### config.mk
export PLATFORM = sky130hd
export DESIGN_NAME = rank_cmd_arbiter
export DESIGN_NICKNAME = d
export VERILOG_FILES = /design/src/rtl/rank_cmd_arbiter.sv
export SDC_FILE = /design/constraint.sdc
export NUM_CORES = 1
export LEC_CHECK = 0
export ABC_AREA = 1
export CORE_ASPECT_RATIO = 2
export CORE_MARGIN = 4
export CORE_UTILIZATION = 42
export CTS_CLUSTER_DIAMETER = 60
export DETAILED_ROUTE_END_ITERATION = 12
export GPL_ROUTABILITY_DRIVEN = 0
export GPL_TIMING_DRIVEN = 1
export PLACE_DENSITY = 0.87
export SLEW_MARGIN = 20
export SYNTH_ARGS = -nofsm -noshare
export SYNTH_HDL_FRONTEND = slang
export SYNTH_SLANG_ARGS = --single-unit
export TNS_END_PERCENT = 100
### constraint.sdc
create_clock -name clk -period 4.4 [get_ports clk]
set_input_delay 0.88 -clock clk [delete_from_list [all_inputs] [get_ports clk]]
set_output_delay 0.88 -clock clk [all_outputs]
set_load 0.01 [all_outputs]
### src/rtl/rank_cmd_arbiter.sv
// Round-robin arbiter that feeds per-rank command queues onto one CMD bus.
// A rank change costs a SWITCH/WAIT detour that waits for the tRTRS turnaround.
module rank_cmd_arbiter #(
  parameter int NUM_RANK = 4,
  parameter int CMD_W    = 32
) (
  input  logic                        clk,
  input  logic                        rst,
  input  logic [NUM_RANK-1:0]         cmdReq,
  input  logic [NUM_RANK*CMD_W-1:0]   cmdPayload,
  input  logic                        CMDTurnaroundFree,
  output logic [NUM_RANK-1:0]         cmdGrant,
  output logic                        cmdValid,
  output logic [CMD_W-1:0]            cmdOut,
  output logic [$clog2(NUM_RANK)-1:0] cmdRank,
  output logic                        rankTransition
);

  localparam int RW = $clog2(NUM_RANK);

  typedef enum logic [1:0] {IDLE, SWITCH, WAIT} state_t;

  state_t        stateReg, stateNext;
  logic [RW-1:0] rrPtrReg, rrPtrNext;
  logic [RW-1:0] lastRankReg, lastRankNext;
  logic          lastValidReg, lastValidNext;
  logic [RW-1:0] targetRankReg, targetRankNext;

  logic [RW-1:0]       rotIdx [NUM_RANK];
  logic [NUM_RANK-1:0] rotReq;
  logic                winValid;
  logic [RW-1:0]       winRank;
  logic                grantValid;
  logic [RW-1:0]       grantRank;

  // Requests rotated so that position 0 is the rank at rrPtr.
  genvar gi;
  generate
    for (gi = 0; gi < NUM_RANK; gi++) begin : g_rot
      assign rotIdx[gi] = rrPtrReg + RW'(gi);
      assign rotReq[gi] = cmdReq[rotIdx[gi]];
    end
  endgenerate

  // Descending scan so the lowest rotated position is the last one kept.
  always_comb begin
    winValid = 1'b0;
    winRank  = '0;
    for (int i = NUM_RANK - 1; i >= 0; i--) begin
      if (rotReq[i]) begin
        winValid = 1'b1;
        winRank  = rotIdx[i];
      end
    end
  end

  always_comb begin
    stateNext      = stateReg;
    rrPtrNext      = rrPtrReg;
    lastRankNext   = lastRankReg;
    lastValidNext  = lastValidReg;
    targetRankNext = targetRankReg;
    grantValid     = 1'b0;
    grantRank      = winRank;

    case (stateReg)
      IDLE: begin
        if (winValid) begin
          if (!lastValidReg || (winRank == lastRankReg)) begin
            grantValid = CMDTurnaroundFree;
          end else begin
            targetRankNext = winRank;
            stateNext      = SWITCH;
          end
        end
      end
      SWITCH: stateNext = WAIT;
      WAIT: begin
        grantRank = targetRankReg;
        if (CMDTurnaroundFree) begin
          stateNext = IDLE;
          if (cmdReq[targetRankReg]) begin
            grantValid = 1'b1;
          end else begin
            // Bus already belongs to the target rank, so later requests from it
            // need no further turnaround.
            lastRankNext  = targetRankReg;
            lastValidNext = 1'b1;
          end
        end
      end
      default: stateNext = IDLE;
    endcase

    if (!rst) begin
      grantValid = 1'b0;
    end

    if (grantValid) begin
      lastRankNext  = grantRank;
      lastValidNext = 1'b1;
      rrPtrNext     = grantRank + RW'(1);
    end
  end

  generate
    for (gi = 0; gi < NUM_RANK; gi++) begin : g_grant
      assign cmdGrant[gi] = grantValid && (grantRank == RW'(gi));
    end
  endgenerate

  assign rankTransition = (stateReg == SWITCH);

  always_ff @(posedge clk or negedge rst) begin
    if (!rst) begin
      stateReg      <= IDLE;
      rrPtrReg      <= '0;
      lastRankReg   <= '0;
      lastValidReg  <= 1'b0;
      targetRankReg <= '0;
      cmdValid      <= 1'b0;
      cmdOut        <= '0;
      cmdRank       <= '0;
    end else begin
      stateReg      <= stateNext;
      rrPtrReg      <= rrPtrNext;
      lastRankReg   <= lastRankNext;
      lastValidReg  <= lastValidNext;
      targetRankReg <= targetRankNext;
      cmdValid      <= grantValid;
      if (grantValid) begin
        cmdOut  <= cmdPayload[grantRank*CMD_W +: CMD_W];
        cmdRank <= grantRank;
      end
    end
  end

endmodule

* Word-level counts from Yosys, hierarchy flattened
Index checks and enable logic that the tools add are counted.
** Storage, ports and cells
- Latch bits :: 0
- Input bits :: 135
- Memories kept :: 0
- RAM bits :: 0
- Memory bits (read-only) :: 0
- Flip-flop bits (word level) :: 44
** Cells by class
- Order comparisons :: 5
- Bitwise logic cells :: 1
- Reduce and logical (&&, ||, !) cells :: 13
- Add/subtract/negate cells :: 4
- Shift-type cells :: 1
- Mux-type cells :: 37
- Divide/modulo/power cells :: 0
- $mul :: 0
- Equal/unequal tests :: 10
** Operator list (count)
- 128-bit by 8-bit indexed part select with 32-bit output :: 1
- 2-bit 2-to-1 mux :: 12
- 1-bit 2-to-1 mux :: 18
- 2-bit by 3-bit < comparator with 1-bit output, second input constant :: 5
- 1-bit binary-select mux with 2-bit select :: 5
- 3-bit AND reduction :: 3
- 2-bit != test, second input constant :: 4
- 2-bit == test, second input constant :: 3
- 2-bit one-hot mux with 3 select lines :: 1
- 2-bit by 1-bit adder with 2-bit output, second input constant :: 2
- 2-bit adder, second input constant :: 2
- 2-bit by 1-bit == test with 1-bit output, second input constant :: 2
- 1-bit logical AND :: 4
- 2-bit logical NOT :: 2
- 2-bit nonzero test :: 2
- 2-bit == test :: 1
- 1-bit one-hot mux with 2 select lines :: 1
- 1-bit logical NOT :: 1
- 1-bit logical OR :: 1
- 1-bit NOT :: 1

* Depth between registers and ports, before layout
- Word-level depth :: 15
- Depth in mapped cells :: 19

* Worst setup path before layout
OpenSTA, ideal clock, no wires.
- Kind :: input to output
- Start point :: input port cmdReq[1]
- End point :: output port cmdGrant[2]
- Path buffers :: 2
- Path slack :: 1.291 ns
- Stages :: 14
- Data arrival time :: 2.229 ns
- Cell sequence :: inv_1 > nand2_1 > nand3_1 > nand2_1 > nand3_1 > nand2_1 > nand2_1 > nand3_1 > nand2_1 > buf_4 > buf_2 > ha_1 > inv_1 > nor2_1
** On the way
- Word-level cells in the longest chain between the ends :: 13
- Elaborated cells between the ends (all ways) :: 29
** Ends and longest elaborated chain
- start, declared :: RTL line 9 : input logic [NUM_RANK-1:0] cmdReq,
- 1-bit binary-select mux with 2-bit select :: RTL line 41 : assign rotReq[gi] = cmdReq[rotIdx[gi]];
- 1-bit 2-to-1 mux (implied by the code) :: RTL line 41
- 2-bit 2-to-1 mux (4 in series) :: RTL line 50 : if (rotReq[i]) begin
- 2-bit == test :: RTL line 69 : if (!lastValidReg || (winRank == lastRankReg)) begin
- 1-bit logical OR :: RTL line 69
- 1-bit 2-to-1 mux :: RTL line 69
- 1-bit 2-to-1 mux :: RTL line 68 : if (winValid) begin
- 1-bit one-hot mux with 2 select lines :: RTL line 66 : case (stateReg)
- 1-bit 2-to-1 mux :: RTL line 95 : if (!rst) begin
- 1-bit logical AND (*) :: RTL line 108 : assign cmdGrant[gi] = grantValid && (grantRank == RW'(gi));
- end, declared :: RTL line 12 : output logic [NUM_RANK-1:0] cmdGrant,
Mark *: on every way between the ends. The rest lies on a longest branch, timed or not. The select of a mux whose other input is x is not followed.

* Worst setup path in the final report
Same ends and word-level chain as after synthesis.

==> results.toml <==
[final_layout]
area.growth.synth_to_final_pct = 61.0
final_common_cell = "clkdlybuf4s50_1"
instances_no_fill = 735
final_design_area_no_fill_mm2 = 0.00495
fin_nets = 783
antenna_cells = 0
final_cell_mix = "172 x clkdlybuf4s50_1, 146 x nand2_1, 109 x nor2_1"
nFillCells = 580
drive_above_1_share_pct = 4.50

[route]
met1_length_um = 3500
antenna_left = 0
dr_wl_met3_um = 735
drt_iter0_markers = 204
met2_length_um = 5770
routed.top_layer = "met4"
vias = 3709
viasPerCell = 5.05
drc = 0
dr.pass1.iters = 4
wl_per_cell_um = 14.4
routed_wl_um = 10600

[placement]
io_buffer_count = 174
place_area_mm2 = 0.00479
placed_cells = 727
detailedPlacementHpwl_um = 8260
dp_slack_ns = 0.294

[timing]
drv_slew = 0
post-route-period-util_pct = 94.5
hold_viol_final = 0
fmax_mhz = 241
skew_ns = 0.00604
tightest_slew_ns = 0.572
rsz0062_at_grt = "no"
setup_viol = 0
fin_ws_ns = 0.243
fin_crit_ns = 4.16
tns_ns = 0
slew_headroom_pct = 61.8

[floorplanning]
start_util_pct = 43.7
dieArea_mm2 = 0.00884
dieHeight_um = 129
die_w_um = 68.5
core_mm2 = 0.00705
ios = 175
rows = 43

[grt]
grt_max_degree = 47
grt_overflow = 0
grt_pass1_wl_um = 16400
grt_pass1_vias = 3607
grtUsageTotal_pct = 24.3
antenna_found_initial = 0

[clocking]
cts_tree = "built"
clkLatencyLatePin_ns = 0.28
cts_root_buf = "clkbuf_16"
clkTransAtPathRegs_ns = 0.06
cts_made_buffers = 5
cts_htree_levels = 2
cts_sinks = 44
clock_tree.buffer_depth = 2

[worst_setup_path]
cp-end-kind = "primary output"
cp-start-kind = "primary input"
rr_startpoint = "rrPtrReg[0]"
crit_fanout = 13
worst_r2r_path_depth = 18
worstPathRequired_ns = 3.52
crit_arrival_ns = 3.28
cp-startpoint = "cmdReq[1]"
worstSetupPathType = "in -> out"

[synth]
syn_inst = 484
ys_ff_latch = 44
synth_area_mm2 = 0.00308
syn_avg_cell_area_um2 = 6.36
ys_seq_area_share_pct = 35.8
syn_nets = 623
yosys_warnings = 0
ys_types = 22

[run]
drv_cap = 0

[power_and_ir_drop]
leakagePower_nw = 2.30
cellPowerDensity_mw_per_mm2 = 754
ir_drop_v = 0.000471

[run_status]
outcome = "complete, no violations"

[worst_hold_path]
whs_path_depth = 2
hold_path.class = "reg -> reg"
hp-start = "cmdRank[0]"
[layer usage]
layer,GRT usage (%),vias up
met1,25.1,1652
met2,43.3,155
li1,-,1859
met3,5.55,43
met4,13.2,0
met5,0,-
[flip-flops by register name (all words and copies together), names as in the netlist]
name and cells:
cmdValid 1, cmdRank 2, cmdOut 32, lastValidReg 1
lastRankReg 2, targetRankReg 2, rrPtrReg 2, stateReg 2
[worst max-delay path: stages]
cell and delay, ns:
clkdlybuf4s50_1 0.49, inv_1 0.07, nand2_1 0.10, nand3_1 0.14, nand2_1 0.09, nand3_1 0.09
nand2_1 0.08, nand2_1 0.07, nand2_1 0.10, nand2_1 0.05, nand2_1 0.06, nand2_1 0.05
nand2_1 0.07, nand2_1 0.06, nand2_2 0.09, nand2_4 0.11, nor2_1 0.11, clkdlybuf4s50_1 0.55
[per-stage QoR]
step                hold slack (ns)  utilization, %  power (W)
floorplan                     0.439               -    0.00260
global placement              0.459            67.9    0.00324
detailed placement            0.460            67.9    0.00332
CTS                           0.475            70.2    0.00375
global route                  0.489            70.3    0.00412
finish                        0.474            70.3    0.00373
[repair_timing]
item,4_1_cts,5_1_grt
gates resized for setup,0,1
setup endpoints to repair,0,1
hold buffers,0,0
buffers inserted,0,0
[worst paths after layout]
path                               end  slack [ns]
min in group asynchronous  rrPtrReg[1]        0.77
setup / recovery           cmdGrant[2]        0.24
hold / removal              cmdRank[0]        0.47
max in group asynchronous    cmdOut[2]        3.24
hold reg to reg             cmdRank[0]        0.47
setup reg to reg           rrPtrReg[1]        1.62
[kinds of logic after synthesis]
kind of cell | after synthesis | share of synthesized area [%]
adders and majority gates | 4 | 1.63
buffers and inverters | 51 | 9.35
DFF | 44 | 35.8
AOI/OAI and AO/OA | 108 | 18.1
and+or+nand+nor | 277 | 35.1
[cell type report]
class / instances / area, um^2 / area share (%)
timing repair buffer: 182 / 1800 / 36.3
clock buffer: 6 / 129 / 2.60
tap: 90 / 113 / 2.27
multi-input combinational: 389 / 1690 / 34.1
inverter: 22 / 85.1 / 1.72
clock inverter: 2 / 35.0 / 0.707
sequential: 44 / 1100 / 22.2
[cells in the mapped netlist, drive strengths merged]
cell,n,area share [%]
nand3,15,2.4
nand4,1,0.20
dfrtp,44,36
o21ai,104,17
clkbuf,2,0.24
a21oi,2,0.33
nor2,109,13
ha,4,1.6
nand2,150,19
inv,22,2.8
buf,27,6.3
nand3b,2,0.49
o21bai,2,0.61
[where the power goes]
part	switching, W	leakage, nW	total (W)	internal [W]
Sequential	0.000123	0.554	0.000707	0.000584
Clock	0.000143	0.0808	0.000410	0.000267
Combinational	0.00158	1.66	0.00261	0.00104
Power figures use the tool's default switching activity.
